$ cat src/rtl/nand8_test_sequencer_pkg.sv
// Shared types, widths and the ideal NAND reference for the 8-input NAND sweep sequencer.
package nand8_seq_pkg;

    localparam int unsigned PAT_W = 8;
    localparam int unsigned ERR_W = 9;
    localparam logic [PAT_W-1:0] LAST_PAT = 8'hFF;
    localparam logic [ERR_W-1:0] ERR_MAX  = 9'd256;

    typedef enum logic [1:0] {
        IDLE   = 2'd0,
        SETTLE = 2'd1,
        SAMPLE = 2'd2,
        DONE   = 2'd3
    } nand8_seq_state_t;

    // Ideal gate response for a pattern (bit 7 = input a).
    function automatic logic nand8_expected(input logic [PAT_W-1:0] pattern);
        return ~&pattern;
    endfunction

endpackage

$ cat src/rtl/nand8_test_sequencer_if.sv
// Control/result bus between a lab top level (or bench) and the NAND sweep sequencer.
interface nand8_test_sequencer_if;
    import nand8_seq_pkg::*;

    logic                 start;
    logic                 dut_y;
    logic [PAT_W-1:0]     dut_in;
    logic                 busy;
    logic                 done;
    logic                 pass;
    logic [ERR_W-1:0]     err_count;
    logic [PAT_W-1:0]     first_fail;
    logic                 first_fail_valid;

    // Lab top / bench side: requests sweeps, returns gate output.
    modport master (
        output start,
        output dut_y,
        input  dut_in,
        input  busy,
        input  done,
        input  pass,
        input  err_count,
        input  first_fail,
        input  first_fail_valid
    );

    // Sequencer side.
    modport slave (
        input  start,
        input  dut_y,
        output dut_in,
        output busy,
        output done,
        output pass,
        output err_count,
        output first_fail,
        output first_fail_valid
    );
endinterface

$ cat src/rtl/nand8_test_sequencer_settle_timer.sv
// Loadable down-counter that holds each pattern for SETTLE_CYCLES cycles.
module nand8_settle_timer #(
    parameter int unsigned SETTLE_CYCLES = 4
) (
    input  logic clk,
    input  logic reset,
    input  logic load_i,
    output logic zero_o
);
    localparam int unsigned CNT_W = (SETTLE_CYCLES > 1) ? $clog2(SETTLE_CYCLES) : 1;
    localparam logic [CNT_W-1:0] LOAD_VAL = CNT_W'(SETTLE_CYCLES - 1);

    logic [CNT_W-1:0] cnt_q;
    logic [CNT_W-1:0] cnt_d;

    // Reload on strobe, otherwise count down and park at zero.
    always_comb begin
        cnt_d = cnt_q;
        if (load_i) begin
            cnt_d = LOAD_VAL;
        end else if (cnt_q != '0) begin
            cnt_d = cnt_q - CNT_W'(1);
        end
    end

    // Counter register.
    always_ff @(posedge clk) begin
        if (reset) begin
            cnt_q <= '0;
        end else begin
            cnt_q <= cnt_d;
        end
    end

    assign zero_o = (cnt_q == '0);

endmodule

$ cat src/rtl/nand8_test_sequencer.sv
// Sweeps all 256 patterns through an 8-input NAND, samples after a settle window
// and accumulates a pass/fail summary.
// Optional: NAND8_SEQ_STOP_ON_FAIL_EN ends the sweep on the first mismatch.
module nand8_test_sequencer
    import nand8_seq_pkg::*;
#(
    parameter int unsigned SETTLE_CYCLES = 4
) (
    input  logic                         clk,
    input  logic                         reset,
    nand8_test_sequencer_if.slave        bus
);
    localparam logic [1:0] S_IDLE   = IDLE;
    localparam logic [1:0] S_SETTLE = SETTLE;
    localparam logic [1:0] S_SAMPLE = SAMPLE;
    localparam logic [1:0] S_DONE   = DONE;

    logic [1:0]        state_q,  state_d;
    logic [PAT_W-1:0]  dut_in_q, dut_in_d;
    logic [ERR_W-1:0]  err_q,    err_d;
    logic [PAT_W-1:0]  ff_q,     ff_d;
    logic              ffv_q,    ffv_d;
    logic              busy_q,   busy_d;
    logic              done_q,   done_d;
    logic              load;
    logic              zero;
    logic              mismatch;

    nand8_settle_timer #(
        .SETTLE_CYCLES (SETTLE_CYCLES)
    ) u_timer (
        .clk    (clk),
        .reset  (reset),
        .load_i (load),
        .zero_o (zero)
    );

    // Next-state, pattern stepping and result accumulation.
    always_comb begin
        state_d  = state_q;
        dut_in_d = dut_in_q;
        err_d    = err_q;
        ff_d     = ff_q;
        ffv_d    = ffv_q;
        load     = 1'b0;
        mismatch = (state_q == S_SAMPLE) && (bus.dut_y != nand8_expected(dut_in_q));

        case (state_q)
            S_IDLE, S_DONE: begin
                if (bus.start) begin
                    state_d  = S_SETTLE;
                    dut_in_d = '0;
                    err_d    = '0;
                    ff_d     = '0;
                    ffv_d    = 1'b0;
                    load     = 1'b1;
                end
            end
            S_SETTLE: begin
                if (zero) begin
                    state_d = S_SAMPLE;
                end
            end
            S_SAMPLE: begin
                if (mismatch) begin
                    if (err_q != ERR_MAX) begin
                        err_d = err_q + ERR_W'(1);
                    end
                    if (!ffv_q) begin
                        ff_d  = dut_in_q;
                        ffv_d = 1'b1;
                    end
                end
`ifdef NAND8_SEQ_STOP_ON_FAIL_EN
                if (mismatch || (dut_in_q == LAST_PAT)) begin
                    state_d = S_DONE;
                end else begin
                    dut_in_d = dut_in_q + PAT_W'(1);
                    load     = 1'b1;
                    state_d  = S_SETTLE;
                end
`else
                if (dut_in_q == LAST_PAT) begin
                    state_d = S_DONE;
                end else begin
                    dut_in_d = dut_in_q + PAT_W'(1);
                    load     = 1'b1;
                    state_d  = S_SETTLE;
                end
`endif
            end
            default: begin
                state_d = S_IDLE;
            end
        endcase

        busy_d = (state_d == S_SETTLE) || (state_d == S_SAMPLE);
        done_d = (state_d == S_DONE);
    end

    // State and result registers.
    always_ff @(posedge clk) begin
        if (reset) begin
            state_q  <= S_IDLE;
            dut_in_q <= '0;
            err_q    <= '0;
            ff_q     <= '0;
            ffv_q    <= 1'b0;
            busy_q   <= 1'b0;
            done_q   <= 1'b0;
        end else begin
            state_q  <= state_d;
            dut_in_q <= dut_in_d;
            err_q    <= err_d;
            ff_q     <= ff_d;
            ffv_q    <= ffv_d;
            busy_q   <= busy_d;
            done_q   <= done_d;
        end
    end

    assign bus.dut_in           = dut_in_q;
    assign bus.busy             = busy_q;
    assign bus.done             = done_q;
    assign bus.err_count        = err_q;
    assign bus.first_fail       = ff_q;
    assign bus.first_fail_valid = ffv_q;
    assign bus.pass             = done_q && (err_q == '0);

endmodule

$ cat src/flat_wrapper.sv
// flat-port wrapper written by rule: the top's interface ports become plain ports
module nand8_test_sequencer_flat import nand8_seq_pkg::*;
#(
    parameter int unsigned SETTLE_CYCLES = 4
)
  (clk, reset, bus_start, bus_dut_y, bus_dut_in, bus_busy, bus_done, bus_pass, bus_err_count, bus_first_fail, bus_first_fail_valid);
  nand8_test_sequencer_if bus_i ();
  input  logic clk;
  input  logic reset;
  input wire logic [$bits(bus_i.start)-1:0] bus_start;
  input wire logic [$bits(bus_i.dut_y)-1:0] bus_dut_y;
  output wire logic [$bits(bus_i.dut_in)-1:0] bus_dut_in;
  output wire logic [$bits(bus_i.busy)-1:0] bus_busy;
  output wire logic [$bits(bus_i.done)-1:0] bus_done;
  output wire logic [$bits(bus_i.pass)-1:0] bus_pass;
  output wire logic [$bits(bus_i.err_count)-1:0] bus_err_count;
  output wire logic [$bits(bus_i.first_fail)-1:0] bus_first_fail;
  output wire logic [$bits(bus_i.first_fail_valid)-1:0] bus_first_fail_valid;
  assign bus_i.start = bus_start;
  assign bus_i.dut_y = bus_dut_y;
  assign bus_dut_in = bus_i.dut_in;
  assign bus_busy = bus_i.busy;
  assign bus_done = bus_i.done;
  assign bus_pass = bus_i.pass;
  assign bus_err_count = bus_i.err_count;
  assign bus_first_fail = bus_i.first_fail;
  assign bus_first_fail_valid = bus_i.first_fail_valid;
  nand8_test_sequencer #(.SETTLE_CYCLES(SETTLE_CYCLES)) u_core (.clk(clk), .reset(reset), .bus(bus_i));
endmodule
$ cat config.mk
export PLATFORM = sky130hd
export DESIGN_NAME = nand8_test_sequencer_flat
export DESIGN_NICKNAME = d
export VERILOG_FILES = /design/src/rtl/nand8_test_sequencer_pkg.sv /design/src/rtl/nand8_test_sequencer_if.sv /design/src/rtl/nand8_test_sequencer_settle_timer.sv /design/src/rtl/nand8_test_sequencer.sv /design/src/flat_wrapper.sv
export SDC_FILE = /design/constraint.sdc
export NUM_CORES = 1
export LEC_CHECK = 0
export ABC_AREA = 1
export BUFFER_PORTS_ARGS = -buffer_cell sky130_fd_sc_hd__buf_2
export CORE_MARGIN = 5
export CORE_UTILIZATION = 55
export CTS_CLUSTER_DIAMETER = 80
export DETAILED_ROUTE_END_ITERATION = 12
export PLACE_DENSITY = 0.88
export SLEW_MARGIN = 20
export SYNTH_ARGS = -nofsm -noshare
export SYNTH_HDL_FRONTEND = slang
export SYNTH_HIERARCHICAL = 1
export SYNTH_SLANG_ARGS = --single-unit
$ cat constraint.sdc
create_clock -name clk -period 2.4 [get_ports clk]
set_input_delay 0.12 -clock clk [delete_from_list [all_inputs] [get_ports clk]]
set_output_delay 0.12 -clock clk [all_outputs]
set_load 0.01 [all_outputs]
==> reports/results.tsv, run 1 <==
stage	metric	value	unit
finish	area_growth	14.9	%
cts	clk_latency	0.32	ns
detailed_routing	ant_nets	0	
timing	fin_skew	0.00978	ns
die	die_height	67.9	um
synthesis	synthCells	280	
place	post_dp_cell_area	2020	sq um
setup_path	cp_data_required_time	2.61	ns
die	dieArea	4610	sq um
setup_path	path_cells	inv_1, ha_1, inv_1, nor2_1, inv_1, nand2_2, inv_2, o21ai_0, inv_1, ha_1, inv_1, nor2_1	
cts	postCtsSetupRepairBufs	0	
cts	cts_tree	yes	
detailed_routing	routed_wl	4.06	mm
synthesis	ys.flop_type	dfxtp_1	
setup_path	cp-start-kind	flip-flop	
timing	finalMaxSlewViolations	0	
synthesis	avgSynthCellArea	6.59	sq um
detailed_routing	firstDrtPassIters	4	
place	io_buffer_count	32	
timing	max_freq	507	MHz
synthesis	yosysWarnings	6	
setup_path	slowest_stage	dfxtp_1	
setup_path	r2r_cells	12	
grt	first_global_vias	1599	
synthesis	syn_nets	291	
finish	mostFrequentLayoutCells	nand2_1 (67), nor2_1 (44), inv_1 (35)	
cts	cts_buffers	5	
finish	final_cell_count_no_fill	359	
detailed_routing	via_count	1798	
power	leakage	1.03	nW
cts	cts_resized	0	
finish	diodes	0	
finish	fin_area	2120	sq um
timing	min_period_over_period	82.2	%
cts	htreeDepth	2	
grt	grt_pass1_wl	6.96	mm
grt	antenna_found_initial	0	
synthesis	synth-edff-count	0	
timing	setup_viol	0	
setup_path	end_kind	flip-flop	
grt	grt_remaining_overflow	0	
die	ios	33	
detailed_routing	route.detailed.drc	0	
setup_path	crit_type	flip-flop to flip-flop	
setup_path	crit_family	adder cells	
die	die_x	67.9	um
cts	cts-root-buf	clkbuf_4	
die	core	3280	sq um
timing	finalHoldViolCount	0	
grt	grt_use_total	19.6	%
setup_path	cp_common_cell	inv_1	
setup_path	crit_end	u_core/bus.busy	
power	powerDensity	1030	nW/um^2
synthesis	ys_types	27	
detailed_routing	via_per_inst	5.01	
timing	slew_headroom	57.6	%
synthesis	synth_seq_area_share	34.7	%
cts	cts_buffer_depth	2	
die	fp-row-count	21	
timing	tns	0	ns
setup_path	crit_buf_inv	6	
detailed_routing	drt_iter0_markers	160	
cts	ctsHoldBuffers	0	
worst_hold_path	hold_path_class	input port to flip-flop	
place	gp_congestion	0.840	
synthesis	async_flop_share	0	%
timing	rsz0062_at_grt	false	
setup_path	max_stage_delay	0.36	ns
setup_path	timing.rr.end	u_core/bus.busy	
setup_path	r2r_setup_slack	0.43	ns
setup_path	worst-path-max-fanout	3	
place	hpwl	2.91	mm
run	maxCapViolCount	0	
cts	clock-sinks	32	
finish	nets	323	
place	dp.cells	351	
grt	grt_max_degree	27	
setup_path	path_depth	12	
power	vdd_drop_max	640	uV
finish	drive_gt1_share	18.5	%
finish	final_common_cell	nand2_1	
setup_path	cp-startpoint	u_core/state_q[0]	
cts	clkTransAtPathRegs	0.10	ns
synthesis	yosys_register_bits	32	
synthesis	syn_area	1840	sq um
timing	finalCriticalPeriod	1.97	ns
timing	worstMarginPinSlew	0.630	ns
outcome	status	completed	
die	start_util	56.2	%
setup_path	timing.rr.start	u_core/state_q[0]	
setup_path	cp.arrival	2.18	ns
detailed_routing	wl_per_cell	11.3	um
-- layer usage --
layer	part of all wire, %	GRT usage (%)
met5	0	0
met4	0.94	5.96
met2	49	35.2
met3	4.6	3.78
met1	45	23.3
-- cell usage after synthesis, types with 2 or more instances --
library cell	instances	area share [%]
nand2_2	6	2.0
a21oi_1	19	5.2
ha_1	7	4.7
o211ai_1	4	1.6
clkbuf_1	4	0.81
inv_1	35	7.1
nor2_1	44	9.0
dfxtp_1	32	35
nand3_1	28	7.6
nand4_1	2	0.68
buf_4	3	1.2
xor2_1	2	0.95
inv_2	4	0.81
nor2_2	2	0.68
o21ai_0	6	1.6
nand2_1	67	14
o21bai_1	5	2.0
-- registers in the layout, indices dropped and copies added, names as in the netlist --
register and flops:
u_core/u_timer/cnt_q 2, u_core/bus.done 1, u_core/bus.busy 1, u_core/state_q 2, u_core/bus.first_fail 8, u_core/bus.first_fail_valid 1
u_core/bus.dut_in 8, u_core/bus.err_count 9
-- worst reg2reg max path: cells and delay by family, from the launching register on --
kind	cells	cell delay, ns
AO/OA/AOI/OAI	1	0.20
adder cells (fa/ha/maj)	2	0.58
buffers and inverters	6	0.39
flip-flops	1	0.36
AND/OR/NAND/NOR	3	0.35
-- power by group --
group          total (mW)  switching, mW  internal [mW]
clock network       0.459          0.182          0.277
registers           0.787          0.116          0.672
logic               0.935          0.577          0.358
total                2.18          0.875           1.31
-- cell type report --
type	count	area, sq um
tap	46	57.6
timing repair buffer	34	175
inverter	39	146
multi-input combinational	200	1000
fill	279	1170
clock buffer	7	65.1
sequential	32	641
clock inverter	1	30.0
-- worst min path at each step --
stage | from | to | slack, ns | depth (start not counted)
after floorplan | reset | u_core/u_timer/cnt_q[0] | 0.19 | 1
after global placement | u_core/bus.first_fail[7] | u_core/bus.first_fail[7] | 0.46 | 2
after detailed placement | u_core/bus.first_fail[4] | u_core/bus.first_fail[4] | 0.46 | 2
after CTS | reset | u_core/bus.done | 0.12 | 2
after global routing | reset | u_core/bus.done | 0.13 | 2
final | reset | u_core/bus.done | 0.13 | 2
-- cell families after synthesis --
logic type	Yosys count	share of synthesized area (%)
flip-flops	32	34.7
AND/OR/NAND/NOR	152	35.5
adder cells (fa/ha/maj)	7	4.75
XOR/XNOR	3	1.42
buffers and inverters	48	10.9
AO/OA/AOI/OAI	38	12.8
-- stage by stage --
step	total power [mW]	utilization [%]	hold WS, ns	worst slack, ns
finish	2.18	64.5	0.130	0.427
global route	2.38	64.5	0.126	0.258
detailed placement	1.73	61.6	0.465	0.446
CTS	2.19	64.5	0.115	0.428
floorplan	1.49	-	0.192	0.617
global placement	1.71	61.6	0.461	0.555
No activity file was read; power rests on OpenSTA's default activity.
==> run 2: changes to the inputs <==
==> constraint.sdc (replaced) <==
create_clock -name clk -period 1.92 [get_ports clk]
set_input_delay 0.096 -clock clk [delete_from_list [all_inputs] [get_ports clk]]
set_output_delay 0.096 -clock clk [all_outputs]
set_load 0.01 [all_outputs]
==> run 2 against run 1 <==
Hold slack got worse by 0.052 ns. Largest power group unchanged. Total power is 37% higher. Cell area rose by 6.1%.
==> reports/results.tsv, run 2 (synthesis results as in run 1) <==
stage	metric	value	unit
setup_path	cp_data_required_time	2.21	ns
detailed_routing	via_count	1918	
finish	fin_util	68.5	%
run	maxCapViolCount	0	
cts	cts_buffer_depth	2	
detailed_routing	firstDrtPassIters	5	
place	post_dp_cell_area	2080	sq um
cts	clk_latency	0.34	ns
timing	tns	0	ns
setup_path	end_kind	flip-flop	
finish	drive_gt1_share	23.9	%
finish	mostFrequentLayoutCells	nand2_1 (67), nor2_1 (43), inv_1 (34)	
timing	fin_hold_ws	0.0783	ns
setup_path	worst-path-max-fanout	7	
timing	finalMaxSlewViolations	0	
worst_hold_path	min_to	u_core/state_q[1]	
finish	fin_area	2250	sq um
die	ios	33	
power	leakage	1.10	nW
grt	first_global_vias	1716	
setup_path	timing.rr.start	u_core/state_q[0]	
finish	nets	337	
grt	grt_max_degree	17	
worst_hold_path	whs_path_depth	4	
die	fp-row-count	21	
timing	fin_skew	0.0126	ns
grt	grt_remaining_overflow	0	
detailed_routing	via_per_inst	5.14	
finish	largest_register_ffs	9	
cts	htreeDepth	2	
setup_path	r2r_setup_slack	0.12	ns
setup_path	cp.arrival	2.09	ns
die	core	3280	sq um
detailed_routing	ant_nets	0	
timing	slew_headroom	67.0	%
outcome	status	completed	
place	io_buffer_count	32	
detailed_routing	drt_iter0_markers	136	
cts	cts_tree	yes	
finish	area_growth	21.9	%
timing	min_period_over_period	94.0	%
grt	antenna_found_initial	0	
timing	finalCriticalPeriod	1.80	ns
finish	diodes	0	
worst_hold_path	hold_path_class	input port to flip-flop	
power	vdd_drop_max	853	uV
timing	setup_viol	0	
grt	grt_use_total	21.1	%
die	die_height	67.9	um
die	die_x	67.9	um
setup_path	cp-start-kind	flip-flop	
place	gp_congestion	0.859	
die	dieArea	4610	sq um
timing	max_freq	554	MHz
cts	clock-sinks	32	
setup_path	r2r_cells	13	
timing	finalHoldViolCount	0	
setup_path	crit_type	flip-flop to flip-flop	
place	hpwl	3.09	mm
power	powerDensity	1330	nW/um^2
timing	worstMarginPinSlew	0.494	ns
cts	cts-root-buf	clkbuf_4	
detailed_routing	wl_per_cell	12.1	um
detailed_routing	route.detailed.drc	0	
grt	grt_pass1_wl	7.42	mm
cts	clkTransAtPathRegs	0.10	ns
die	start_util	56.2	%
setup_path	timing.rr.end	u_core/bus.first_fail[5]	
finish	final_common_cell	nand2_1	
detailed_routing	routed_wl	4.51	mm
cts	cts_buffers	5	
worst_hold_path	min_from	bus_start	
==> run 2: timing repair <==
action,4_1_cts,5_1_grt
cloned,0,1
gates resized for setup,1,9
buffers inserted,0,5
endpoints found under the setup margin,1,19
hold buffers,0,0
==> run 2: worst max-delay path by stage <==
stage	startpoint	depth (start not counted)	slack (ns)	to
floorplan	u_core/state_q[0]	12	0.14	u_core/bus.busy
global placement	u_core/state_q[0]	12	0.13	u_core/bus.busy
detailed placement	u_core/state_q[0]	12	-0.01	u_core/bus.busy
CTS	u_core/state_q[0]	12	0.02	u_core/bus.first_fail[5]
global route	u_core/bus.dut_in[1]	10	-0.002	u_core/bus.first_fail[3]
finish	u_core/state_q[0]	13	0.12	u_core/bus.first_fail[5]
==> run 2: metal layers <==
| layer | up-vias | GRT usage [%] | part of all wire (%) | wire length [um] |
|---|---|---|---|---|
| met4 | 0 | 9.18 | 2.0 | 91 |
| met5 | - | 0 | 0 | 0 |
| met1 | 877 | 25.5 | 43 | 1960 |
| met2 | 52 | 34.9 | 49 | 2230 |
| li1 | 981 | - | - | - |
| met3 | 8 | 5.75 | 5.1 | 230 |
==> run 2: critical path, cell delays in order, from the launching register on <==
cell and delay [ns]:
dfxtp_2 0.36, inv_1 0.05, ha_1 0.32, inv_2 0.08
nor2_2 0.05, inv_1 0.07, nand2_2 0.06, buf_4 0.15
a21oi_4 0.13, buf_6 0.14, nand2_1 0.09, nand2_1 0.09
nand2_1 0.05, nor2_1 0.11
==> run 2: where the power goes <==
part,switching [mW],internal (mW),leakage [nW]
registers,0.131,0.841,0.262
logic,0.833,0.608,0.785
clock network,0.230,0.346,0.0515
==> run 2: per-stage QoR <==
| step | power, mW | setup slack, ns | cells |
|---|---|---|---|
| floorplan | 1.86 | 0.137 | 280 |
| global placement | 2.21 | 0.134 | 359 |
| detailed placement | 2.26 | -0.0114 | 359 |
| CTS | 2.86 | 0.0249 | 367 |
| global route | 3.25 | -0.00198 | 373 |
| finish | 2.99 | 0.115 | 373 |
==> run 2: layout make-up <==
cell class	count	area [sq um]
flip-flops and latches	32	643
repair buffers	48	285
fillers	291	1040
clock buffers	7	65.1
well taps	46	57.6
inverters	39	146
multi-input cells	200	1020
clock inverters	1	30.0
==> run 3: changes to the inputs <==
--- a/config.mk
+++ b/config.mk
@@ -7,6 +7,7 @@
 export LEC_CHECK = 0
 export ABC_AREA = 1
 export BUFFER_PORTS_ARGS = -buffer_cell sky130_fd_sc_hd__buf_2
+export CORE_ASPECT_RATIO = 1.5
 export CORE_MARGIN = 5
 export CORE_UTILIZATION = 55
 export CTS_CLUSTER_DIAMETER = 80
==> constraint.sdc (replaced) <==
create_clock -name clk -period 1.95 [get_ports clk]
set_input_delay 0.0975 -clock clk [delete_from_list [all_inputs] [get_ports clk]]
set_output_delay 0.0975 -clock clk [all_outputs]
set_load 0.01 [all_outputs]
==> run 3 against run 2 <==
Global-route usage is 0.72 points lower. Sequential cell count stayed put. Worst setup slack better by 0.0062 ns. Register-to-register slack hardly changed. Hold slack better by 0.071 ns. Cell area is 0.17% lower. First-iteration DRC count is 18% lower. Clock-buffer cell count stayed put. Via count is 0.63% higher. Combinational power is 7% lower. Critical endpoint unchanged. Largest power group unchanged.
==> reports/results.tsv, run 3 (synthesis results as in run 1) <==
stage	metric	value	unit
setup_path	max_stage_delay	0.34	ns
finish	area_growth	21.7	%
timing	fin_skew	0.00574	ns
die	ios	33	
detailed_routing	via_per_inst	5.29	
place	preCtsSetupSlack	0.0117	ns
die	fp-row-count	25	
die	die_height	80.9	um
timing	layout_setup_ws	0.122	ns
detailed_routing	firstDrtPassIters	5	
detailed_routing	drt_iter0_markers	112	
power	p_switching	1.17	mW
timing	slew_headroom	81.2	%
setup_path	crit_type	flip-flop to flip-flop	
cts	cts-root-buf	clkbuf_8	
die	dieArea	4640	sq um
die	core	3190	sq um
setup_path	cp_data_required_time	2.14	ns
detailed_routing	route.detailed.drc	0	
cts	cts_buffer_depth	2	
finish	largest_register_ffs	9	
cts	cts_buffers	5	
timing	finalHoldViolCount	0	
setup_path	cp.arrival	2.01	ns
timing	rsz0062_at_grt	false	
power	vdd_drop_max	1160	uV
grt	grt_use_total	20.3	%
setup_path	end_kind	flip-flop	
timing	max_freq	547	MHz
place	hpwl	3.16	mm
power	clockPowerShare	23.3	%
setup_path	crit_buf_inv	5	
finish	fin_util	70.4	%
power	combinationalPowerShare	44.7	%
run	maxCapViolCount	0	
power	powerDensity	1340	nW/um^2
power	sw_frac_of_total	39.0	%
finish	mostFrequentLayoutCells	nand2_1 (67), nor2_1 (43), inv_1 (35)	
timing	min_period_over_period	93.8	%
cts	cts_tree	yes	
cts	clk_latency	0.29	ns
setup_path	path_cells	inv_1, ha_1, inv_1, nor2_2, inv_1, nand2_2, buf_4, a21oi_4, buf_6, nand2_1, a21oi_1, nor2_1	
detailed_routing	via_count	1930	
timing	setup_viol	0	
setup_path	cp-start-kind	flip-flop	
outcome	status	completed	
power	power	3.00	mW
worst_hold_path	hold_path_class	input port to flip-flop	
power	pwr-share-seq	32.0	%
die	start_util	57.8	%
finish	final_common_cell	nand2_1	
power	internal_power	1.83	mW
timing	finalMaxSlewViolations	0	
grt	first_global_vias	1810	
grt	grt_pass1_wl	7.36	mm
detailed_routing	wl_per_cell	12.4	um
cts	clkTransAtPathRegs	0.06	ns
place	gp_congestion	0.825	
grt	grt_max_degree	17	
setup_path	crit_family	buffers and inverters	
timing	tns	0	ns
grt	grt_remaining_overflow	0	
finish	nets	335	
detailed_routing	ant_nets	0	
timing	worstMarginPinSlew	0.281	ns
setup_path	worst-path-max-fanout	8	
power	leakage	1.10	nW
detailed_routing	routed_wl	4.54	mm
grt	antenna_found_initial	0	
setup_path	cp_common_cell	inv_1	
timing	finalCriticalPeriod	1.83	ns
finish	diodes	0	
finish	drive_gt1_share	22.2	%
die	die_x	57.3	um
setup_path	slowest_stage	dfxtp_2	
cts	htreeDepth	2	
finish	fillers	278	
cts	clock-sinks	32	
place	io_buffer_count	32	
==> run 3: timing repair <==
item	in CTS	in global routing
gates resized for setup	0	5
endpoints found under the setup margin	0	10
buffers inserted	0	3
hold buffers	0	0
==> run 3: stage by stage <==
stage	cells	cell area (sq um)	hold slack (ns)
floorplan	280	1840	0.170
global placement	353	2080	0.434
detailed placement	353	2080	0.449
CTS	361	2200	0.142
global route	365	2240	0.161
finish	365	2240	0.149
==> run 3: final timing paths <==
check	slack, ns	cells after the start	to	from
worst max-delay path	0.12	12	u_core/bus.first_fail[5]	u_core/state_q[0]
worst min-delay path	0.15	2	u_core/bus.busy	reset
worst min register to register	0.48	2	u_core/bus.first_fail[3]	u_core/bus.first_fail[3]
worst max register to register	0.12	12	u_core/bus.first_fail[5]	u_core/state_q[0]
==> run 3: final cells by class <==
cell class / count / area (sq um) / share of cell area, %
clock buffers: 7 / 96.3 / 4.29
well taps: 40 / 50.0 / 2.23
multi-input cells: 200 / 1010 / 45.2
repair buffers: 46 / 267 / 11.9
flip-flops and latches: 32 / 642 / 28.6
inverters: 39 / 146 / 6.52
clock inverters: 1 / 30.0 / 1.34
==> run 3: power groups by stage <==
stage                     Sequential (mW)  Combinational [mW]  Clock [mW]
after floorplan                      1.02               0.806           0
after global placement              0.959                1.20           0
after detailed placement            0.968                1.24           0
after CTS                           0.954                1.25       0.718
after global routing                0.984                1.52       0.747
final                               0.960                1.34       0.698
==> run 3: routing by layer <==
layer | vias to the layer above | share of wire [%] | global-route usage (%)
met2 | 67 | 53 | 38.2
met3 | 20 | 4.7 | 5.09
li1 | 963 | - | -
met5 | - | 0 | 0
met1 | 880 | 38 | 19.2
met4 | 0 | 3.6 | 13.0
